`src/rtl/iob_fifo_rd_burst_ctrl.sv`:
```
// Read-side burst controller for the asymmetric FIFO: schedules bursts from the
// occupancy level, issues FIFO reads and re-times the data onto a valid/ready stream.
module iob_fifo_rd_burst_ctrl #(
    parameter int DATA_W = 16,
    parameter int LEN_W  = 8,
    parameter int TMO_W  = 8
) (
    input  logic              clk,
    input  logic              rst,
    input  logic              cfg_en,
    input  logic [LEN_W-1:0]  cfg_burst_len,
    input  logic [TMO_W-1:0]  cfg_timeout,
    input  logic [31:0]       fifo_ocupancy,
    input  logic              fifo_empty,
    output logic              fifo_read_en,
    input  logic [DATA_W-1:0] fifo_r_data,
    output logic              m_valid,
    output logic [DATA_W-1:0] m_data,
    output logic              m_last,
    input  logic              m_ready,
    output logic              busy
);

    localparam logic [0:0]       S_IDLE  = 1'b0;
    localparam logic [0:0]       S_BURST = 1'b1;
    localparam logic [LEN_W-1:0] LEN_ONE = {{(LEN_W-1){1'b0}}, 1'b1};
    localparam logic [TMO_W-1:0] TMO_ONE = {{(TMO_W-1){1'b0}}, 1'b1};
    localparam logic [TMO_W-1:0] TMO_MAX = '1;

    logic [0:0]        state;
    logic [LEN_W-1:0]  burst_len;
    logic [LEN_W-1:0]  n_len;
    logic [LEN_W-1:0]  issue_cnt;
    logic [LEN_W-1:0]  out_cnt;
    logic [TMO_W-1:0]  tmo_cnt;
    logic              rd_pend;
    logic [DATA_W-1:0] buf_mem [2];
    logic              buf_wr_ptr;
    logic              buf_rd_ptr;
    logic [1:0]        buf_cnt;
    logic [1:0]        committed;
    logic              occ_nonzero;
    logic              occ_ge_len;
    logic              tmo_hit;
    logic              start;
    logic              pop;

    // NOTE: always_comb assigns every output on every path, so no latch can be inferred.
    always_comb begin
        burst_len = cfg_burst_len;
        if (cfg_burst_len == '0) begin
            burst_len = LEN_ONE;
        end
    end

    assign occ_nonzero = (fifo_ocupancy != 32'd0);
    assign occ_ge_len  = (fifo_ocupancy >= 32'(burst_len));
    assign tmo_hit     = (cfg_timeout != '0) && (tmo_cnt == cfg_timeout) && occ_nonzero;
    assign start       = (state == S_IDLE) && cfg_en && (occ_ge_len || tmo_hit);

    assign busy    = (state == S_BURST);
    assign m_valid = (buf_cnt != 2'd0);
    assign m_data  = buf_mem[buf_rd_ptr];
    assign m_last  = m_valid && (out_cnt == n_len - LEN_ONE);
    assign pop     = m_valid && m_ready;

    // Slots already claimed once this cycle's pop leaves: keeps 1 word/cycle
    // with m_ready high while never overfilling the 2-entry buffer.
    assign committed    = buf_cnt + {1'b0, rd_pend} - {1'b0, pop};
    assign fifo_read_en = (state == S_BURST) && (issue_cnt < n_len) && !fifo_empty
                          && (committed < 2'd2);

    // NOTE: sequential state uses non-blocking assignments so every register samples pre-edge values.
    always_ff @(posedge clk or negedge rst) begin
        if (!rst) begin
            state     <= S_IDLE;
            n_len     <= '0;
            issue_cnt <= '0;
            out_cnt   <= '0;
            rd_pend   <= 1'b0;
        end else begin
            rd_pend <= fifo_read_en;
            case (state)
                S_IDLE: begin
                    if (start) begin
                        state     <= S_BURST;
                        n_len     <= occ_ge_len ? burst_len : fifo_ocupancy[LEN_W-1:0];
                        issue_cnt <= '0;
                        out_cnt   <= '0;
                    end
                end
                default: begin
                    if (fifo_read_en) begin
                        issue_cnt <= issue_cnt + LEN_ONE;
                    end
                    if (pop) begin
                        out_cnt <= out_cnt + LEN_ONE;
                        if (m_last) begin
                            state <= S_IDLE;
                        end
                    end
                end
            endcase
        end
    end

    always_ff @(posedge clk or negedge rst) begin
        if (!rst) begin
            tmo_cnt <= '0;
        end else if (state == S_BURST || !occ_nonzero || cfg_timeout == '0) begin
            tmo_cnt <= '0;
        end else if (!occ_ge_len && tmo_cnt != TMO_MAX) begin
            tmo_cnt <= tmo_cnt + TMO_ONE;
        end
    end

    // NOTE: the two buffer words are reset so m_data reads 0 while reset is asserted.
    always_ff @(posedge clk or negedge rst) begin
        if (!rst) begin
            buf_mem[0] <= '0;
            buf_mem[1] <= '0;
            buf_wr_ptr <= 1'b0;
            buf_rd_ptr <= 1'b0;
            buf_cnt    <= 2'd0;
        end else begin
            if (rd_pend) begin
                buf_mem[buf_wr_ptr] <= fifo_r_data;
                buf_wr_ptr          <= ~buf_wr_ptr;
            end
            if (pop) begin
                buf_rd_ptr <= ~buf_rd_ptr;
            end
            buf_cnt <= buf_cnt + {1'b0, rd_pend} - {1'b0, pop};
        end
    end

endmodule

```
`config.mk`:
```
export PLATFORM = sky130hd
export DESIGN_NAME = iob_fifo_rd_burst_ctrl
export DESIGN_NICKNAME = d
export VERILOG_FILES = /design/src/rtl/iob_fifo_rd_burst_ctrl.sv
export SDC_FILE = /design/constraint.sdc
export NUM_CORES = 1
export LEC_CHECK = 0
export ABC_AREA = 1
export BUFFER_PORTS_ARGS = -buffer_cell sky130_fd_sc_hd__buf_2
export CAP_MARGIN = 15
export CORE_MARGIN = 5
export CORE_UTILIZATION = 56
export CTS_CLUSTER_SIZE = 25
export DETAILED_ROUTE_END_ITERATION = 12
export MAX_ROUTING_LAYER = met4
export PLACE_DENSITY = 0.81
export SLEW_MARGIN = 20
export SYNTH_ARGS = -nofsm -noshare
export SYNTH_HDL_FRONTEND = slang
export SYNTH_SLANG_ARGS = --single-unit
```
`constraint.sdc`:
```
create_clock -name clk -period 2.9 [get_ports clk]
set_input_delay 0.435 -clock clk [delete_from_list [all_inputs] [get_ports clk]]
set_output_delay 0.435 -clock clk [all_outputs]
set_load 0.01 [all_outputs]
```
==> results of run 1 <==
## kinds of logic after synthesis
group / Yosys count
compound gates: 47
xor+xnor: 26
fa+ha+maj: 21
buf+inv: 91
flops: 70
mux: 16
simple gates: 320
## layout by cell type, fill, tap and decap left out, types with 16 or more instances in the layout
| cell | count |
|---|---|
| nand2_1 | 176 |
| o21ai_0 | 38 |
| inv_1 | 74 |
| nand3_1 | 49 |
| xor2_1 | 16 |
| buf_2 | 88 |
| dfrtp_1 | 70 |
| nor2_1 | 54 |
| ha_1 | 21 |
| mux2_2 | 16 |
## timing repair
| action | 4_1_cts | 5_1_grt |
|---|---|---|
| endpoints found under the setup margin | 1 | 1 |
| pin swaps | 1 | 0 |
| buffers inserted | 1 | 0 |
| resized for setup | 0 | 2 |
| hold buffers | 0 | 0 |
## final timing paths
path | cells after the start | startpoint | end | slack, ps
worst max-delay path | 7 | n_len[0]$_DFFE_PN0P_ | m_last | 130
worst min-delay path | 1 | rst | buf_mem[31]$_DFFE_PN0P_ | 190
min in group clk | 3 | fifo_r_data[6] | buf_mem[6]$_DFFE_PN0P_ | 340
max in group asynchronous | 2 | rst | n_len[1]$_DFFE_PN0P_ | 1930
worst max register to register | 14 | buf_cnt[1]$_DFF_PN0_ | issue_cnt[5]$_DFFE_PN0P_ | 660
worst min register to register | 2 | buf_mem[15]$_DFFE_PN0P_ | buf_mem[15]$_DFFE_PN0P_ | 490
## report_power, final
part	internal (mW)	switching, mW
clock network	0.336	0.388
logic	0.862	1.08
registers	1.36	0.333
## flip-flops by register name (all words and copies together), names as in the netlist
register / cells
buf_wr_ptr: 1
buf_cnt: 2
n_len: 8
tmo_cnt: 8
issue_cnt: 8
busy: 1
rd_pend: 1
buf_rd_ptr: 1
buf_mem: 32
out_cnt: 8
## stage by stage
| step | cell area [µm²] | worst slack [ps] | std cells | hold WS (ps) | utilization, % |
|---|---|---|---|---|---|
| floorplan | 4430 | 611 | 591 | 139 | - |
| global placement | 4940 | 421 | 769 | 461 | 63.9 |
| detailed placement | 4940 | 372 | 769 | 469 | 63.9 |
| CTS | 5130 | 102 | 786 | 208 | 66.3 |
| global route | 5130 | 22.4 | 786 | 242 | 66.4 |
| finish | 5130 | 126 | 786 | 188 | 66.4 |
## layer usage
| layer | up-vias | share of wire (%) | track usage, % |
|---|---|---|---|
| met5 | - | 0 | - |
| met4 | 0 | 1.3 | 4.94 |
| met3 | 14 | 4.5 | 5.45 |
| met2 | 86 | 50 | 35.0 |
| met1 | 1857 | 44 | 26.2 |
| li1 | 2039 | - | - |
## final cells by class
class,count,area share (%)
Clock buffer,10,2.68
Clock inverter,6,0.878
Inverter,77,5.63
Multi-Input combinational cell,430,45.2
Sequential cell,70,34.1
Tap cell,102,2.49
Timing Repair Buffer,91,9.02
## cell usage after synthesis
cell type	count	area (µm²)
nand2_8	1	20.0
nor4_1	2	12.5
or2_1	1	6.26
or2_0	1	6.26
buf_8	2	30.0
xnor2_1	10	87.6
nor2_1	54	203
or2_2	2	12.5
nand2_4	1	11.3
mux2_2	16	180
nor3b_1	1	7.51
and3_1	6	37.5
nand4_1	4	25.0
nand2_1	177	664
a21oi_1	7	35.0
nor2_4	1	11.3
inv_2	3	11.3
nand3_1	49	245
dfrtp_1	70	1750
xor2_1	16	140
o21ai_0	38	190
clkbuf_1	9	33.8
inv_1	74	278
nand3b_1	5	37.5
nor2_2	3	18.8
ha_1	21	263
nor3_1	5	25.0
and2_0	1	6.26
buf_2	3	15.0
nor2_8	1	20.0
o21bai_1	2	15.0
nand2_2	5	31.3
==> qor.txt, run 1 <==
final setup fails: 0
largest net degree at the start of global routing: 42
post-synthesis cell count: 591
fmax: 360 MHz
total power: 4.36 mW
Final Hold Fails: 0
largest family of logic cells by synthesized area: simple AND/OR/NAND/NOR gates
first-pass GRT wire length: 16.9 mm
CTS Root Cell: clkbuf_8
family with the most delay on the worst path: simple AND/OR/NAND/NOR gates
RSZ-0062 raised after global routing: false
sequential cell area: 0.00175 mm²
cts bufs inserted: 9
Worst Path Buf+Inv: 2
Rel. slew slack: 40.6%
gr usage total: 21.2%
Setup Skew: 9.77 ps
Initial Util: 57.4%
die width: 99.0 µm
critical path's slowest cell: dfrtp_1
syn_nets: 681
HPWL after DPL: 7.49 mm
initial DRC count: 144
Crit path arrival time: 2340 ps
# clock sinks: 70
max-capacitance violation count: 0
critical path startpoint category: flip-flop
area of the multi-input gates: 0.00232 mm²
worst skew pair latency: 350 ps
number of port buffers: 88
leakage: 2.86 nW
Compound-Gate Fraction of Synth Area: 5.42%
Final ANT Viol Nets: 0
min cycle time layout: 2770 ps
Worst Setup Path Type: reg2out
1st-pass router iterations: 4
via/cell ratio: 5.08
sequential area share after synthesis: 39.5%
worst hold path class: in2async
Yosys cell types: 32
CTS clk-pin slew, worst paths: 80 ps
DR DRC count: 0
Mean Syn Cell Area: 7.50 µm²
Net count, final: 769
Ant. Diodes: 0
CP max FO: 4
H-Tree Depth: 3
CORE AREA: 0.00773 mm²
antenna violations before repair: 0
Synth Area in Adders: 5.93%
number of fill cells: 680
status: finished, final reports clean
via count: 3996
vias in the first global route: 3932
Required @ worst endpoint: 2470 ps
final slew viol count: 0
WL final: 9.79 mm
post-synthesis simple-gate area fraction: 31.6%
Post-Synth XOR/XNOR Area: 5.14%
register bit total from synthesis: 70
Max clock buf depth: 2
crit-path cells: inv_1 > ha_1 > nand3_1 > o21ai_0 > a21oi_1 > nor4_1 > buf_2
Avg WL per Cell: 12.5 µm
TNS Setup: 0 ps
# rows: 32
RD Place Congestion: 0.885
die height: 99.0 µm
post-synthesis mux area share: 4.07%
CTS tree: yes
Period Utilization, post-route: 95.7%
Area Growth Syn to Fin: 15.8%
actual slew at the worst max-slew pin: 889 ps
io pins: 89
VDD IR-drop max: 0.465 mV
Synth Cell Area: 0.00443 mm²
yosys warns: 0
GR Overflow Total: 0
layout cell share with drive strength beyond 1: 20.8%
Worst path max stage delay: 440 ps
total power divided by cell area: 849 mW/mm²
die area: 0.00979 mm²
crit end category: primary output
(Power assumes the default switching activity.)
==> run 2, diff against run 1 <==
--- a/config.mk
+++ b/config.mk
@@ -12,6 +12,7 @@
 export CORE_UTILIZATION = 56
 export CTS_CLUSTER_SIZE = 25
 export DETAILED_ROUTE_END_ITERATION = 12
+export GPL_TIMING_DRIVEN = 0
 export MAX_ROUTING_LAYER = met4
 export PLACE_DENSITY = 0.81
 export SLEW_MARGIN = 20
==> run 2 against run 1 <==
- clock-buffer cell count decreased by 1
- total power is 3.3% higher
- flip-flop and latch count unchanged
- critical path depth rose by 5
- via count grew 2.5%
- worst setup slack improved by 47 ps
==> qor.txt, run 2 (synthesized netlist as in run 1, its figures left out) <==
# clock sinks: 70
Initial Util: 57.4%
H-Tree Depth: 3
Net count, final: 782
TNS Setup: 0 ps
crit end category: primary output
via/cell ratio: 5.13
CTS clk-pin slew, worst paths: 80 ps
fmax: 367 MHz
Period Utilization, post-route: 94.0%
Avg WL per Cell: 12.9 µm
hold buffer count at CTS: 0
die width: 99.0 µm
die height: 99.0 µm
CTS Root Cell: clkbuf_8
worst skew pair latency: 350 ps
Setup Skew: 5.76 ps
1st-pass router iterations: 4
Max clock buf depth: 2
commonest non-fill, non-tap cells in the layout: 176 x nand2_1, 90 x buf_2, 74 x inv_1
CORE AREA: 0.00773 mm²
GR Overflow Total: 0
RSZ-0062 raised after global routing: false
sequential cell area: 0.00175 mm²
WL final: 10.3 mm
# rows: 32
antenna violations before repair: 0
VDD IR-drop max: 0.601 mV
min cycle time layout: 2730 ps
hold slack final: 4.04 ps
via count: 4096
Design Area, Final: 0.00523 mm²
CTS tree: yes
CP max FO: 3
Finished Layout Cells: 799
max reg flops: 32
Top reg by flops: buf_mem
gr usage total: 22.8%
Placed Instances: 782
Worst Setup Path Type: reg2out
final setup fails: 0
status: finished, final reports clean
io pins: 89
critical path startpoint category: flip-flop
Final Hold Fails: 0
commonest non-fill, non-tap cell in the layout: nand2_1
initial DRC count: 157
number of port buffers: 88
vias in the first global route: 4105
DR DRC count: 0
RD Place Congestion: 0.950
largest net degree at the start of global routing: 41
total power divided by cell area: 861 mW/mm²
Required @ worst endpoint: 2470 ps
first-pass GRT wire length: 17.9 mm
final slew viol count: 0
Ant. Diodes: 0
layout cell share with drive strength beyond 1: 20.9%
placed cell area: 0.00502 mm²
Crit path arrival time: 2290 ps
worst hold path class: in2async
actual slew at the worst max-slew pin: 793 ps
Rel. slew slack: 46.9%
leakage: 2.92 nW
Area Growth Syn to Fin: 18.0%
number of fill cells: 696
HPWL after DPL: 7.91 mm
cts bufs inserted: 9
die area: 0.00979 mm²
Final ANT Viol Nets: 0
area of the multi-input gates: 0.00232 mm²
max-capacitance violation count: 0
[run 2: worst paths after layout]
check / from / to / slack [ps] / cells after the start
worst min register to register: buf_mem[22]$_DFFE_PN0P_ / buf_mem[22]$_DFFE_PN0P_ / 490 / 2
worst min-delay path: rst / buf_mem[18]$_DFFE_PN0P_ / 4 / 1
max in group asynchronous: rst / buf_cnt[1]$_DFF_PN0_ / 2340 / 2
worst max-delay path: buf_cnt[1]$_DFF_PN0_ / fifo_read_en / 170 / 12
min in group clk: fifo_r_data[5] / buf_mem[5]$_DFFE_PN0P_ / 340 / 3
worst max register to register: buf_cnt[1]$_DFF_PN0_ / issue_cnt[2]$_DFFE_PN0P_ / 630 / 14
[run 2: timing repair]
action                                 4_1_cts  5_1_grt
buffers inserted                             1        0
gates cloned                                 0        0
setup endpoints to repair                    1        1
pin swaps                                    1        0
gates resized for setup                      1        1
endpoints found under the hold margin        0        0
[run 2: area by class of cell]
| cell class | instances | area share [%] |
|---|---|---|
| clock buffer | 9 | 2.37 |
| tap | 102 | 2.44 |
| buffer | 14 | 1.51 |
| multi-input combinational | 430 | 44.3 |
| sequential | 70 | 33.5 |
| clock inverter | 7 | 1.39 |
| timing repair buffer | 90 | 8.99 |
| inverter | 77 | 5.52 |
[run 2: worst max-delay path, cell delays in order, from the launching register on]
cell and delay [ps]:
dfrtp_1 400, or2_4 280, nand2_2 100, inv_1 80, ha_1 270, inv_1 40
ha_1 170, xor2_1 150, inv_1 80, nor2_1 110, nand2_2 60, inv_1 70
buf_2 130
[run 2: power by group]
part,total (mW),internal (mW),switching [mW]
registers,1.65,1.36,0.296
logic,2.06,0.894,1.16
clock network,0.792,0.400,0.393
total,4.50,2.65,1.85
[run 2: through the flow]
| stage | utilization, % | setup slack (ps) | total power [mW] |
|---|---|---|---|
| final | 67.7 | 173 | 4.50 |
| after global routing | 67.7 | 20.4 | 4.90 |
| after floorplan | - | 611 | 3.04 |
| after CTS | 67.7 | 115 | 4.53 |
| after detailed placement | 65.0 | 335 | 3.71 |
| after global placement | 64.7 | 348 | 3.57 |
[run 2: routing by layer]
layer	wire length, µm	GRT usage [%]	share of wire (%)	vias to the layer above
met5	0	-	0	-
met4	125	4.94	1.2	0
met3	498	5.87	4.8	13
met2	5360	39.8	52	79
met1	4310	26.4	42	1931
li1	-	-	-	2073
==> run 3, diff against run 2 <==
--- a/config.mk
+++ b/config.mk
@@ -8,13 +8,15 @@
 export ABC_AREA = 1
 export BUFFER_PORTS_ARGS = -buffer_cell sky130_fd_sc_hd__buf_2
 export CAP_MARGIN = 15
+export CELL_PAD_IN_SITES_DETAIL_PLACEMENT = 1
+export CELL_PAD_IN_SITES_GLOBAL_PLACEMENT = 1
 export CORE_MARGIN = 5
-export CORE_UTILIZATION = 56
+export CORE_UTILIZATION = 40
 export CTS_CLUSTER_SIZE = 25
 export DETAILED_ROUTE_END_ITERATION = 12
 export GPL_TIMING_DRIVEN = 0
 export MAX_ROUTING_LAYER = met4
-export PLACE_DENSITY = 0.81
+export PLACE_DENSITY_LB_ADDON = 0.1
 export SLEW_MARGIN = 20
 export SYNTH_ARGS = -nofsm -noshare
 export SYNTH_HDL_FRONTEND = slang
==> run 3 against run 2 <==
- worst setup slack better by 29 ps
- clock skew is 1.5 ps higher
- first-iteration DRC count is 11% lower
- clock-buffer cell count is 1 higher
- worst hold slack better by 2.9 ps
==> qor.txt, run 3 (synthesized netlist as in run 1, its figures left out) <==
number of fill cells: 1410
final setup fails: 0
VDD IR-drop max: 0.490 mV
Final Hold Fails: 0
fmax: 371 MHz
Rel. slew slack: 45.3%
via/cell ratio: 4.96
Required @ worst endpoint: 2470 ps
DR DRC count: 0
die height: 115 µm
Final ANT Viol Nets: 0
die area: 0.0133 mm²
leakage: 2.93 nW
RD Place Congestion: 0.814
antenna violations before repair: 0
io pins: 89
Setup Skew: 7.24 ps
final slew viol count: 0
Avg WL per Cell: 14.4 µm
Placed Instances: 820
cts bufs inserted: 9
TNS Setup: 0 ps
initial DRC count: 140
Net count, final: 783
status: finished, final reports clean
HPWL after DPL: 9.41 mm
die width: 115 µm
crit end category: primary output
total power: 4.62 mW
hold buffer count at CTS: 0
H-Tree Depth: 3
critical path startpoint category: flip-flop
worst skew pair latency: 350 ps
first-pass GRT wire length: 21.1 mm
GR Overflow Total: 0
number of port buffers: 88
Area Growth Syn to Fin: 19.7%
reg2reg start: buf_cnt[1]$_DFF_PN0_
CTS tree: yes
Worst Setup Path Type: reg2out
# rows: 38
Initial Util: 40.9%
CP max FO: 3
CTS clk-pin slew, worst paths: 80 ps
1st-pass router iterations: 4
worst hold path class: in2async
via count: 4159
Ant. Diodes: 0
max reg flops: 32
Period Utilization, post-route: 93.0%
commonest non-fill, non-tap cells in the layout: 176 x nand2_1, 90 x buf_2, 74 x inv_1
CTS Root Cell: clkbuf_8
RSZ-0062 raised after global routing: false
gr usage total: 20.3%
WL final: 12.1 mm
vias in the first global route: 4516
largest net degree at the start of global routing: 42
actual slew at the worst max-slew pin: 817 ps
max-capacitance violation count: 0
Top reg by flops: buf_mem
# clock sinks: 70
Crit path arrival time: 2260 ps
min cycle time layout: 2700 ps
Finished Layout Cells: 838
CORE AREA: 0.0108 mm²
total power divided by cell area: 871 mW/mm²
Max clock buf depth: 2
Critical Path Source: buf_cnt[1]$_DFF_PN0_
layout cell share with drive strength beyond 1: 21.2%
commonest non-fill, non-tap cell in the layout: nand2_1
run 3: cell count changes in the layout (fill, tap and decap cells not counted):
cell	change
clkinv_2	-1
buf_4	+1
clkinvlp_4	-1
nor2_1	-1
clkinv_4	+2
nor2_2	+1
nand2_2	-1
inv_6	-1
clkbuf_8	+1
nand2_4	+1
run 3: power breakdown:
| part | leakage [nW] | internal (mW) | total (mW) | switching [mW] |
|---|---|---|---|---|
| Sequential | 0.886 | 1.36 | 1.66 | 0.303 |
| Combinational | 1.94 | 0.909 | 2.13 | 1.22 |
| Clock | 0.103 | 0.425 | 0.829 | 0.403 |
run 3: critical path: stages (launching register included):
cell	delay, ps
dfrtp_1	380
or2_4	280
nand2_4	80
inv_1	80
ha_1	280
inv_1	40
ha_1	190
xor2_1	150
inv_1	90
nor2_2	90
nand2_2	60
inv_1	60
buf_2	130
run 3: timing repair:
action / in CTS / in global routing
setup endpoints to repair: 1 / 1
pin swaps: 1 / 0
buffers inserted: 1 / 1
resized for setup: 1 / 3
run 3: layout make-up:
cell class | instances | area [µm²] | share of cell area, %
inverters | 77 | 289 | 5.45
clock buffers | 10 | 138 | 2.59
plain buffers | 14 | 78.8 | 1.49
flip-flops and latches | 70 | 1750 | 33.0
repair buffers | 91 | 478 | 9.01
clock inverters | 6 | 68.8 | 1.30
well taps | 140 | 175 | 3.30
multi-input cells | 430 | 2320 | 43.8
run 3: stage by stage:
step	area, µm²	hold WS [ps]	utilization (%)	worst slack [ps]
finish	5300	6.97	48.9	202
global route	5300	22.7	48.9	5.47
CTS	5290	9.16	48.8	42.1
floorplan	4430	139	-	611
detailed placement	5070	403	46.8	203
global placement	5050	460	46.6	284
run 3: layer usage:
| metal | GRT usage [%] | vias to the layer above | part of all wire [%] | wire length, µm |
|---|---|---|---|---|
| met4 | 4.15 | 0 | 0.88 | 106 |
| met3 | 3.84 | 12 | 3.4 | 415 |
| li1 | - | 2066 | - | - |
| met2 | 35.3 | 54 | 51 | 6220 |
| met1 | 24.6 | 2027 | 44 | 5340 |
| met5 | - | - | 0 | 0 |
run 3: path summary, 6_finish.rpt:
| path | to | slack [ps] | cells after the start |
|---|---|---|---|
| setup / recovery | fifo_read_en | 200 | 12 |
| max in group asynchronous | buf_mem[24]$_DFFE_PN0P_ | 2320 | 2 |
| setup reg to reg | issue_cnt[7]$_DFFE_PN0P_ | 640 | 14 |
| min in group clk | buf_mem[6]$_DFFE_PN0P_ | 350 | 3 |
| hold / removal | tmo_cnt[2]$_DFFE_PN0P_ | 7 | 1 |
| hold reg to reg | buf_mem[14]$_DFFE_PN0P_ | 490 | 2 |
